### src/rtl/instr_encoder_pkg.sv
// Instruction-format definitions shared by the encoder and its bench:
// opcodes, condition codes, field bundle, FSM states and the word packer.
package instr_encoder_pkg;

  typedef enum logic [1:0] {
    OP_DP  = 2'b00,
    OP_MEM = 2'b01,
    OP_BR  = 2'b10,
    OP_ILL = 2'b11
  } op_e;

  localparam logic [3:0] COND_AL   = 4'hE;
  localparam logic [3:0] COND_RSVD = 4'hF;

  typedef struct packed {
    logic [3:0]  cond;
    op_e         op;
    logic [5:0]  funct;
    logic [3:0]  rn;
    logic [3:0]  rd;
    logic [11:0] src2;
    logic [23:0] imm24;
  } fields_t;

  typedef enum logic [1:0] {
    IDLE = 2'b00,
    RUN  = 2'b01,
    DONE = 2'b10
  } enc_state_t;

  // Branches keep only funct[5:4] so the 24-bit offset fits below bit 24.
  function automatic logic [31:0] encode_instr(input fields_t f);
    logic [31:0] word;
    if (f.op == OP_BR) begin
      word = {f.cond, f.op, f.funct[5:4], f.imm24};
    end else begin
      word = {f.cond, f.op, f.funct, f.rn, f.rd, f.src2};
    end
    return word;
  endfunction

  function automatic logic is_illegal(input fields_t f);
    return (f.op == OP_ILL) || (f.cond == COND_RSVD);
  endfunction

endpackage

### src/rtl/instr_encoder_if.sv
// Field-input handshake and imem write port of the instruction encoder.
// master = field source / memory side, slave = encoder.
interface instr_encoder_if #(
  parameter int WIDTH  = 32,
  parameter int ADDR_W = 5
);
  logic              in_valid;
  logic              in_ready;
  logic [3:0]        in_cond;
  logic [1:0]        in_op;
  logic [5:0]        in_funct;
  logic [3:0]        in_rn;
  logic [3:0]        in_rd;
  logic [11:0]       in_src2;
  logic [23:0]       in_imm24;
  logic              mem_we;
  logic [ADDR_W-1:0] mem_addr;
  logic [WIDTH-1:0]  mem_wdata;
  logic              mem_ready;

  modport master (
    output in_valid, in_cond, in_op, in_funct, in_rn, in_rd, in_src2, in_imm24, mem_ready,
    input  in_ready, mem_we, mem_addr, mem_wdata
  );

  modport slave (
    input  in_valid, in_cond, in_op, in_funct, in_rn, in_rd, in_src2, in_imm24, mem_ready,
    output in_ready, mem_we, mem_addr, mem_wdata
  );
endinterface

### src/rtl/instr_encoder_fifo.sv
// Small synchronous FIFO buffering encoded words between acceptance and
// the imem write port; head is the oldest stored word.
module instr_encoder_fifo #(
  parameter int WIDTH = 32,
  parameter int DEPTH = 4
) (
  input  logic             clk,
  input  logic             reset,
  input  logic             push,
  input  logic             pop,
  input  logic [WIDTH-1:0] din,
  output logic             full,
  output logic             empty,
  output logic [WIDTH-1:0] head
);
  localparam int PTR_W = $clog2(DEPTH);
  localparam int CNT_W = PTR_W + 1;

  logic [WIDTH-1:0] mem_q [DEPTH];
  logic [PTR_W-1:0] wr_ptr_q;
  logic [PTR_W-1:0] rd_ptr_q;
  logic [CNT_W-1:0] count_q;
  logic             do_push_s;
  logic             do_pop_s;

  assign full      = (count_q == CNT_W'(DEPTH));
  assign empty     = (count_q == CNT_W'(0));
  assign head      = mem_q[rd_ptr_q];
  assign do_push_s = push && !full;
  assign do_pop_s  = pop && !empty;

  always_ff @(posedge clk or negedge reset) begin
    if (!reset) begin
      for (int i = 0; i < DEPTH; i++) begin
        mem_q[i] <= '0;
      end
      wr_ptr_q <= '0;
      rd_ptr_q <= '0;
      count_q  <= '0;
    end else begin
      if (do_push_s) begin
        mem_q[wr_ptr_q] <= din;
        wr_ptr_q        <= wr_ptr_q + PTR_W'(1);
      end
      if (do_pop_s) begin
        rd_ptr_q <= rd_ptr_q + PTR_W'(1);
      end
      case ({do_push_s, do_pop_s})
        2'b10:   count_q <= count_q + CNT_W'(1);
        2'b01:   count_q <= count_q - CNT_W'(1);
        default: count_q <= count_q;
      endcase
    end
  end
endmodule

### src/rtl/instr_encoder.sv
// Encodes field sets into instruction words and writes a run of NUM_WORDS
// of them to consecutive imem addresses through a FIFO with backpressure.
module instr_encoder
  import instr_encoder_pkg::*;
#(
  parameter int WIDTH     = 32,
  parameter int ADDR_W    = 5,
  parameter int DEPTH     = 4,
  parameter int NUM_WORDS = 23
) (
  input  logic           clk,
  input  logic           reset,
  input  logic           start,
  instr_encoder_if.slave bus,
  output logic           busy,
  output logic           done,
  output logic           err,
  output logic [7:0]     drop_count
);
  localparam int               CNT_W  = $clog2(NUM_WORDS + 1);
  localparam logic [CNT_W-1:0] NUM_C  = CNT_W'(NUM_WORDS);
  localparam logic [CNT_W-1:0] LAST_C = CNT_W'(NUM_WORDS - 1);

  enc_state_t        state_q;
  logic [CNT_W-1:0]  accepted_q;
  logic [CNT_W-1:0]  written_q;
  logic [ADDR_W-1:0] addr_q;
  logic              err_q;
  logic [7:0]        drop_q;

  fields_t           fields_s;
  logic [WIDTH-1:0]  word_s;
  logic [WIDTH-1:0]  head_s;
  logic              illegal_s;
  logic              ready_s;
  logic              accept_s;
  logic              push_s;
  logic              we_s;
  logic              pop_s;
  logic              full_s;
  logic              empty_s;
  logic              start_run_s;

  assign fields_s  = {bus.in_cond, op_e'(bus.in_op), bus.in_funct, bus.in_rn,
                      bus.in_rd, bus.in_src2, bus.in_imm24};
  assign word_s    = WIDTH'(encode_instr(fields_s));
  assign illegal_s = is_illegal(fields_s);

  always_comb begin
    ready_s     = (state_q == RUN) && !full_s && (accepted_q < NUM_C);
    accept_s    = bus.in_valid && ready_s;
    push_s      = accept_s && !illegal_s;
    we_s        = !empty_s && (written_q < NUM_C);
    pop_s       = we_s && bus.mem_ready;
    start_run_s = start && (state_q != RUN);
  end

  instr_encoder_fifo #(
    .WIDTH (WIDTH),
    .DEPTH (DEPTH)
  ) u_fifo (
    .clk   (clk),
    .reset (reset),
    .push  (push_s),
    .pop   (pop_s),
    .din   (word_s),
    .full  (full_s),
    .empty (empty_s),
    .head  (head_s)
  );

  // Illegal sets are consumed (in_ready was high) but never reach the FIFO.
  always_ff @(posedge clk or negedge reset) begin
    if (!reset) begin
      state_q    <= IDLE;
      accepted_q <= '0;
      written_q  <= '0;
      addr_q     <= '0;
      err_q      <= 1'b0;
      drop_q     <= 8'd0;
    end else if (start_run_s) begin
      state_q    <= RUN;
      accepted_q <= '0;
      written_q  <= '0;
      addr_q     <= '0;
      err_q      <= 1'b0;
      drop_q     <= 8'd0;
    end else begin
      case (state_q)
        RUN: begin
          if (accept_s) begin
            if (illegal_s) begin
              err_q <= 1'b1;
              if (drop_q != 8'hFF) begin
                drop_q <= drop_q + 8'd1;
              end
            end else begin
              accepted_q <= accepted_q + CNT_W'(1);
            end
          end
          if (pop_s) begin
            addr_q    <= addr_q + ADDR_W'(1);
            written_q <= written_q + CNT_W'(1);
            if (written_q == LAST_C) begin
              state_q <= DONE;
            end
          end
        end
        IDLE, DONE: state_q <= state_q;
        default:    state_q <= IDLE;
      endcase
    end
  end

  assign bus.in_ready  = ready_s;
  assign bus.mem_we    = we_s;
  assign bus.mem_addr  = addr_q;
  assign bus.mem_wdata = head_s;
  assign busy          = (state_q == RUN);
  assign done          = (state_q == DONE);
  assign err           = err_q;
  assign drop_count    = drop_q;
endmodule

### src/flat_wrapper.sv
// flat-port wrapper written by rule: the top's interface ports become plain ports
module instr_encoder_flat import instr_encoder_pkg::*;
#(
  parameter int WIDTH     = 32,
  parameter int ADDR_W    = 5,
  parameter int DEPTH     = 4,
  parameter int NUM_WORDS = 23
)
  (clk, reset, start, busy, done, err, drop_count, bus_in_valid, bus_in_cond, bus_in_op, bus_in_funct, bus_in_rn, bus_in_rd, bus_in_src2, bus_in_imm24, bus_mem_ready, bus_in_ready, bus_mem_we, bus_mem_addr, bus_mem_wdata);
  instr_encoder_if #(.WIDTH(WIDTH), .ADDR_W(ADDR_W)) bus_i ();
  input  logic clk;
  input  logic reset;
  input  logic start;
  output logic busy;
  output logic done;
  output logic err;
  output logic [7:0] drop_count;
  input wire logic [$bits(bus_i.in_valid)-1:0] bus_in_valid;
  input wire logic [$bits(bus_i.in_cond)-1:0] bus_in_cond;
  input wire logic [$bits(bus_i.in_op)-1:0] bus_in_op;
  input wire logic [$bits(bus_i.in_funct)-1:0] bus_in_funct;
  input wire logic [$bits(bus_i.in_rn)-1:0] bus_in_rn;
  input wire logic [$bits(bus_i.in_rd)-1:0] bus_in_rd;
  input wire logic [$bits(bus_i.in_src2)-1:0] bus_in_src2;
  input wire logic [$bits(bus_i.in_imm24)-1:0] bus_in_imm24;
  input wire logic [$bits(bus_i.mem_ready)-1:0] bus_mem_ready;
  output wire logic [$bits(bus_i.in_ready)-1:0] bus_in_ready;
  output wire logic [$bits(bus_i.mem_we)-1:0] bus_mem_we;
  output wire logic [$bits(bus_i.mem_addr)-1:0] bus_mem_addr;
  output wire logic [$bits(bus_i.mem_wdata)-1:0] bus_mem_wdata;
  assign bus_i.in_valid = bus_in_valid;
  assign bus_i.in_cond = bus_in_cond;
  assign bus_i.in_op = bus_in_op;
  assign bus_i.in_funct = bus_in_funct;
  assign bus_i.in_rn = bus_in_rn;
  assign bus_i.in_rd = bus_in_rd;
  assign bus_i.in_src2 = bus_in_src2;
  assign bus_i.in_imm24 = bus_in_imm24;
  assign bus_i.mem_ready = bus_mem_ready;
  assign bus_in_ready = bus_i.in_ready;
  assign bus_mem_we = bus_i.mem_we;
  assign bus_mem_addr = bus_i.mem_addr;
  assign bus_mem_wdata = bus_i.mem_wdata;
  instr_encoder #(.WIDTH(WIDTH), .ADDR_W(ADDR_W), .DEPTH(DEPTH), .NUM_WORDS(NUM_WORDS)) u_core (.clk(clk), .reset(reset), .start(start), .bus(bus_i), .busy(busy), .done(done), .err(err), .drop_count(drop_count));
endmodule
### config.mk
export PLATFORM = sky130hd
export DESIGN_NAME = instr_encoder_flat
export DESIGN_NICKNAME = d
export VERILOG_FILES = /design/src/rtl/instr_encoder_pkg.sv /design/src/rtl/instr_encoder_if.sv /design/src/rtl/instr_encoder_fifo.sv /design/src/rtl/instr_encoder.sv /design/src/flat_wrapper.sv
export SDC_FILE = /design/constraint.sdc
export NUM_CORES = 1
export LEC_CHECK = 0
export CORE_MARGIN = 2
export CORE_UTILIZATION = 59
export DETAILED_ROUTE_END_ITERATION = 8
export HOLD_SLACK_MARGIN = 0.03
export PLACE_DENSITY = 0.95
export SKIP_CTS_REPAIR_TIMING = 1
export SLEW_MARGIN = 20
export SYNTH_ARGS = -nofsm -noshare
export SYNTH_HDL_FRONTEND = slang
export SYNTH_SLANG_ARGS = --single-unit
### constraint.sdc
create_clock -name clk -period 5.9 [get_ports clk]
set_input_delay 0.885 -clock clk [delete_from_list [all_inputs] [get_ports clk]]
set_output_delay 0.885 -clock clk [all_outputs]
set_load 0.05 [all_outputs]
==> results.yml, run 1 <==
setup_path:
  end_kind: "output port"
  start_kind: "register"
  worstSetupStartpoint: "u_core.u_fifo.rd_ptr_q[0]"
  required_ns: 5.02
  cp_max_fo: 22
  arrival_ns: 2.88
  worstSetupPathType: "register to output port"
  rr_startpoint: "u_core.state_q[1]"
clocking:
  clock_latency_ns: 0.42
  clockRootBuffer: "clkbuf_16"
  numCtsBuffers: 17
  path_clk_slew_ns: 0.06
  cts_tree: "done"
  clock_sink_count: 161
  h-tree-depth: 4
  clk_path_buf_depth: 2
power_and_ir_drop:
  switchingPower_mw: 2.45
  p_per_area_nw_per_um2: 654
  ir_drop_v: 0.000393
  seqPwrFrac: 0.332
  p_int_mw: 3.64
  p_clk_frac: 0.173
  swShare: 0.403
  combPwrFrac: 0.495
  p_leak_nw: 3.96
synth:
  synth_top_family_by_area: "multiplexers"
  synthMuxAreaShare: 0.337
  ys_types: 42
  synthesis.area_um2: 7570
  synthDominantCellAreaShare: 0.532
  synth_xor_area_frac: 0.00694
  synth-edff-count: 0
  async_flop_share: 1.00
  ys_top_cells_by_area: "dfrtp_1 53%, mux2_2 22%, mux4_2 9.5%"
  yosysWarnings: 0
  postSynthCellCount: 509
  yosysTopAreaCell: "dfrtp_1"
  yosysSeqAreaShare: 0.532
  syn-num-nets: 581
  synth-compound-area-share: 0.0283
  synth-adder-area-share: 0.0192
  syn_avg_cell_area_um2: 14.9
  synth_seq_cells: 161
  ys.flop_type: "dfrtp_1"
  yosys.area_share.simple: 0.0474
timing:
  rsz0062_at_grt: "no"
  fin_hold_ws_ns: 0.486
  hold_viol: 0
  fin_crit_sh: 0.639
  max_freq_mhz: 265
  final.min_clock_period_ns: 3.77
  setup_viol: 0
  setup_tns_ns: 0
  slew_violations: 0
  skew_ns: 0.00855
  worstMarginPinSlew_ns: 1.00
  setup_ws_ns: 2.13
  slew_headroom: 0.331
layout:
  utilization: 0.741
  seq_area_um2: 4030
  fillCellCount: 804
  area_growth_pct: 22.9
  multi_input_area_um2: 3330
  finalNetCount: 685
  mostFrequentLayoutCell: "dfrtp_1"
  antennaDiodeCount: 0
  final_area_um2: 9310
  drive_above_1_share: 0.352
  mostFrequentLayoutCells: "160 x dfrtp_1, 145 x mux2_2, 109 x clkdlybuf4s50_1"
floorplanning:
  start_util: 0.603
  rows: 41
  core_area_um2: 12600
  die_x_um: 117
  num_io_pins: 111
  dieArea_um2: 13800
  die_h_um: 117
detailed_routing:
  routed_wirelength_um: 16200
  ant_nets: 0
  vias: 4677
  dr.pass1.iters: 4
  drc_errors: 0
  viasPerCell: 5.87
  wl_per_cell_um: 20.3
  drt_iter0_drc: 252
place:
  place_congestion: 0.789
  placed_cell_area_um2: 8750
  port_buffers: 110
  post-place-ws_ns: 2.48
  hpwl_um: 10300
status:
  outcome: "finished, final reports clean"
hold_path:
  hold_path_class: "register to register"
  min-delay-start: "u_core.u_fifo.count_q[2]"
global_route:
  grt_max_degree: 95
  antenna_found_initial: 0
  grt_use_total: 0.250
  grt_pass1_vias: 5220
  grt_pass1_wl_um: 27100
  grt_overflow: 0
job:
  maxCapViolCount: 0
## state kept, by name, summed over array words and instances, names as in the netlist
name                    flops
u_core.u_fifo.mem_q       128
u_core.drop_count           8
u_core.accepted_q           5
u_core.bus.mem_addr         5
u_core.written_q            5
u_core.u_fifo.count_q       3
u_core.state_q              2
u_core.u_fifo.rd_ptr_q      2
u_core.u_fifo.wr_ptr_q      2
u_core.err                  1
## metrics by stage
| stage | std cells | power (mW) |
|---|---|---|
| 2_1_floorplan | 509 | 4.15 |
| 3_3_place_gp | 766 | 4.88 |
| 3_5_place_dp | 766 | 5.05 |
| 4_1_cts | 797 | 6.13 |
| 5_1_grt | 797 | 6.38 |
| 6_report | 797 | 6.09 |
## worst max-delay path: stages, from the launching register on
cell,delay (ns)
dfrtp_2,0.63
buf_4,0.49
mux4_2,0.60
clkdlybuf4s50_1,0.73
## routing by layer
metal,track usage,wire (um),share of wire,vias to the layer above
li1,-,-,-,2104
met1,0.313,6780,0.42,2404
met2,0.428,8300,0.51,139
met3,0.0564,718,0.044,30
met4,0.0949,355,0.022,0
met5,0,0,0,-
## cell usage after synthesis, drive strengths merged, types with 3 or more instances
cell type	count
clkbuf	9
nand4	5
and3	6
nand2	17
mux2i	12
a21oi	3
nand3	20
xnor2	3
o31ai	6
mux2	152
nor2	5
dfrtp	161
mux4	32
xor2	3
inv	12
o21ai	6
o211ai	4
buf	20
ha	10
## layout make-up
type                       count  share of cell area
sequential                   161               0.433
tap                          172              0.0231
clock inverter                10              0.0121
multi-input combinational    307               0.357
clock buffer                  21              0.0484
inverter                      12             0.00484
timing repair buffer         114               0.122
## cells by family after synthesis
logic type / Yosys count
AO/OA/AOI/OAI: 29
XOR/XNOR: 6
adder cells (fa/ha/maj): 11
buffers and inverters: 41
flip-flops: 161
multiplexers: 196
AND/OR/NAND/NOR: 65
## power groups by stage
stage / logic, mW / registers (mW) / clock network [mW]
detailed placement: 3.03 / 2.02 / 0
CTS: 3.05 / 2.01 / 1.07
finish: 3.02 / 2.02 / 1.05
floorplan: 2.19 / 1.96 / 0
global placement: 2.93 / 1.95 / 0
global route: 3.18 / 2.08 / 1.12
## worst paths after layout
kind / endpoint / slack, ns / depth (start not counted)
setup / recovery: bus_mem_wdata[10] / 2.13 / 3
hold reg to reg: u_core.u_fifo.count_q[2] / 0.49 / 1
hold / removal: u_core.u_fifo.count_q[2] / 0.49 / 1
max in group asynchronous: u_core.u_fifo.rd_ptr_q[0] / 3.95 / 2
setup reg to reg: u_core.u_fifo.mem_q[67] / 3.12 / 4
min in group asynchronous: u_core.u_fifo.mem_q[39] / 0.52 / 1
No activity file was read; power rests on OpenSTA's default activity.
==> inputs of run 2 (changes only) <==
- CORE_UTILIZATION: 59 -> 55
- PLACE_DENSITY: 0.95 -> 0.9
- clock period: 5.9 -> 3.8 ns (I/O delays scaled with it)
==> results.yml, run 2 (synthesis gave the netlist of run 1 again) <==
job:
  maxCapViolCount: 0
detailed_routing:
  wl_per_cell_um: 20.0
  drc_errors: 0
  drt_iter0_drc: 266
  dr.pass1.iters: 6
  routed_wirelength_um: 16100
  ant_nets: 0
  viasPerCell: 5.87
  vias: 4745
floorplanning:
  start_util: 0.567
  die_x_um: 121
  dieArea_um2: 14700
  core_area_um2: 13300
  die_h_um: 121
  num_io_pins: 111
  rows: 42
layout:
  multi_input_area_um2: 3330
  stdcell_count: 809
  fillCellCount: 852
  seq_area_um2: 4030
  largest_register_ffs: 128
  finalNetCount: 692
  final_area_um2: 9510
  area_growth_pct: 25.5
  drive_above_1_share: 0.362
  mostFrequentLayoutCell: "dfrtp_1"
  mostFrequentLayoutCells: "160 x dfrtp_1, 145 x mux2_2, 109 x clkdlybuf4s50_1"
  top_register: "u_core.u_fifo.mem_q"
  antennaDiodeCount: 0
setup_path:
  path_cells: "buf_4, mux4_2, clkdlybuf4s50_1"
  arrival_ns: 2.45
  end_kind: "output port"
  cp_max_fo: 19
  max_stage_delay_ns: 0.76
  worstSetupPathType: "register to output port"
  required_ns: 3.23
  crit_path_top_delay_cell: "clkdlybuf4s50_1"
  start_kind: "register"
timing:
  hold_viol: 0
  max_freq_mhz: 332
  worstMarginPinSlew_ns: 0.822
  fin_crit_sh: 0.794
  setup_viol: 0
  setup_tns_ns: 0
  slew_violations: 0
  rsz0062_at_grt: "no"
  final.min_clock_period_ns: 3.02
  slew_headroom: 0.452
  skew_ns: 0.00478
power_and_ir_drop:
  swShare: 0.392
  ir_drop_v: 0.000484
  p_int_mw: 5.93
  p_clk_frac: 0.195
  seqPwrFrac: 0.314
  combPwrFrac: 0.491
  switchingPower_mw: 3.82
  p_per_area_nw_per_um2: 1030
  p_leak_nw: 4.06
place:
  placed_cell_area_um2: 8840
  dp_cells: 777
  port_buffers: 110
  place_congestion: 0.873
  hpwl_um: 10500
global_route:
  grt_use_total: 0.230
  grt_overflow: 0
  antenna_found_initial: 0
  grt_pass1_wl_um: 25800
  grt_max_degree: 83
  grt_pass1_vias: 5155
status:
  outcome: "finished, final reports clean"
hold_path:
  hold_path_class: "input pin to asynchronous set/reset pin"
clocking:
  clock_sink_count: 161
  cts_tree: "done"
  clock_latency_ns: 0.42
  clk_path_buf_depth: 2
  numCtsBuffers: 17
  clockRootBuffer: "clkbuf_16"
  h-tree-depth: 4
  path_clk_slew_ns: 0.06
[run 2: cell types whose count changed in the layout (fill, tap and decap cells not counted), sizes merged]
cell,before,now
buf,5,12
bufinv,2,5
clkinv,6,3
clkbuf,21,23
clkinvlp,2,1
[run 2: power by group through the flow]
stage,Combinational (mW),Clock (mW),Sequential [mW]
after floorplan,3.40,0,3.05
after global placement,4.67,0,2.98
after detailed placement,4.80,0,3.07
after CTS,4.83,1.93,3.05
after global routing,5.04,2.00,3.16
final,4.79,1.90,3.07
[run 2: worst paths after layout]
check / slack (ns) / start / endpoint / cells past startpoint
worst max-delay path: 0.78 / u_core.u_fifo.rd_ptr_q[0] / bus_mem_wdata[26] / 3
worst min-delay path: 0.19 / reset / u_core.u_fifo.mem_q[101] / 1
worst max register to register: 1.18 / u_core.state_q[1] / u_core.u_fifo.mem_q[97] / 5
worst min register to register: 0.49 / u_core.bus.mem_addr[4] / u_core.bus.mem_addr[4] / 1
max in group asynchronous: 2.75 / reset / u_core.u_fifo.mem_q[64] / 2
min in group clk: 0.49 / u_core.bus.mem_addr[4] / u_core.bus.mem_addr[4] / 1
[run 2: stage by stage]
| step | total power, mW | hold slack [ns] | worst slack, ns | util |
|---|---|---|---|---|
| after global placement | 7.65 | 0.465 | 0.908 | 0.663 |
| after CTS | 9.81 | 0.213 | 0.746 | 0.712 |
| after floorplan | 6.45 | 0.274 | 1.56 | - |
| after detailed placement | 7.86 | 0.477 | 0.845 | 0.663 |
| final | 9.75 | 0.191 | 0.785 | 0.712 |
| after global routing | 10.2 | 0.234 | 0.673 | 0.712 |
[run 2: cell type report]
type	count	share of cell area
Timing Repair Buffer	121	0.129
Multi-Input combinational cell	307	0.350
Clock buffer	23	0.0513
Tap cell	176	0.0232
Sequential cell	161	0.424
Clock inverter	9	0.0186
Inverter	12	0.00474
[run 2: critical path, delay by kind of cell, from the launching register on]
family	cells	cell delay, ns
buf+inv	2	1.11
flops	1	0.35
mux	1	0.55
[run 2: layer usage]
| metal | up-vias | GRT usage | part of all wire |
|---|---|---|---|
| li1 | 2115 | - | - |
| met1 | 2458 | 0.292 | 0.43 |
| met2 | 148 | 0.384 | 0.50 |
| met3 | 24 | 0.0616 | 0.048 |
| met4 | 0 | 0.0812 | 0.015 |
| met5 | - | 0 | 0 |
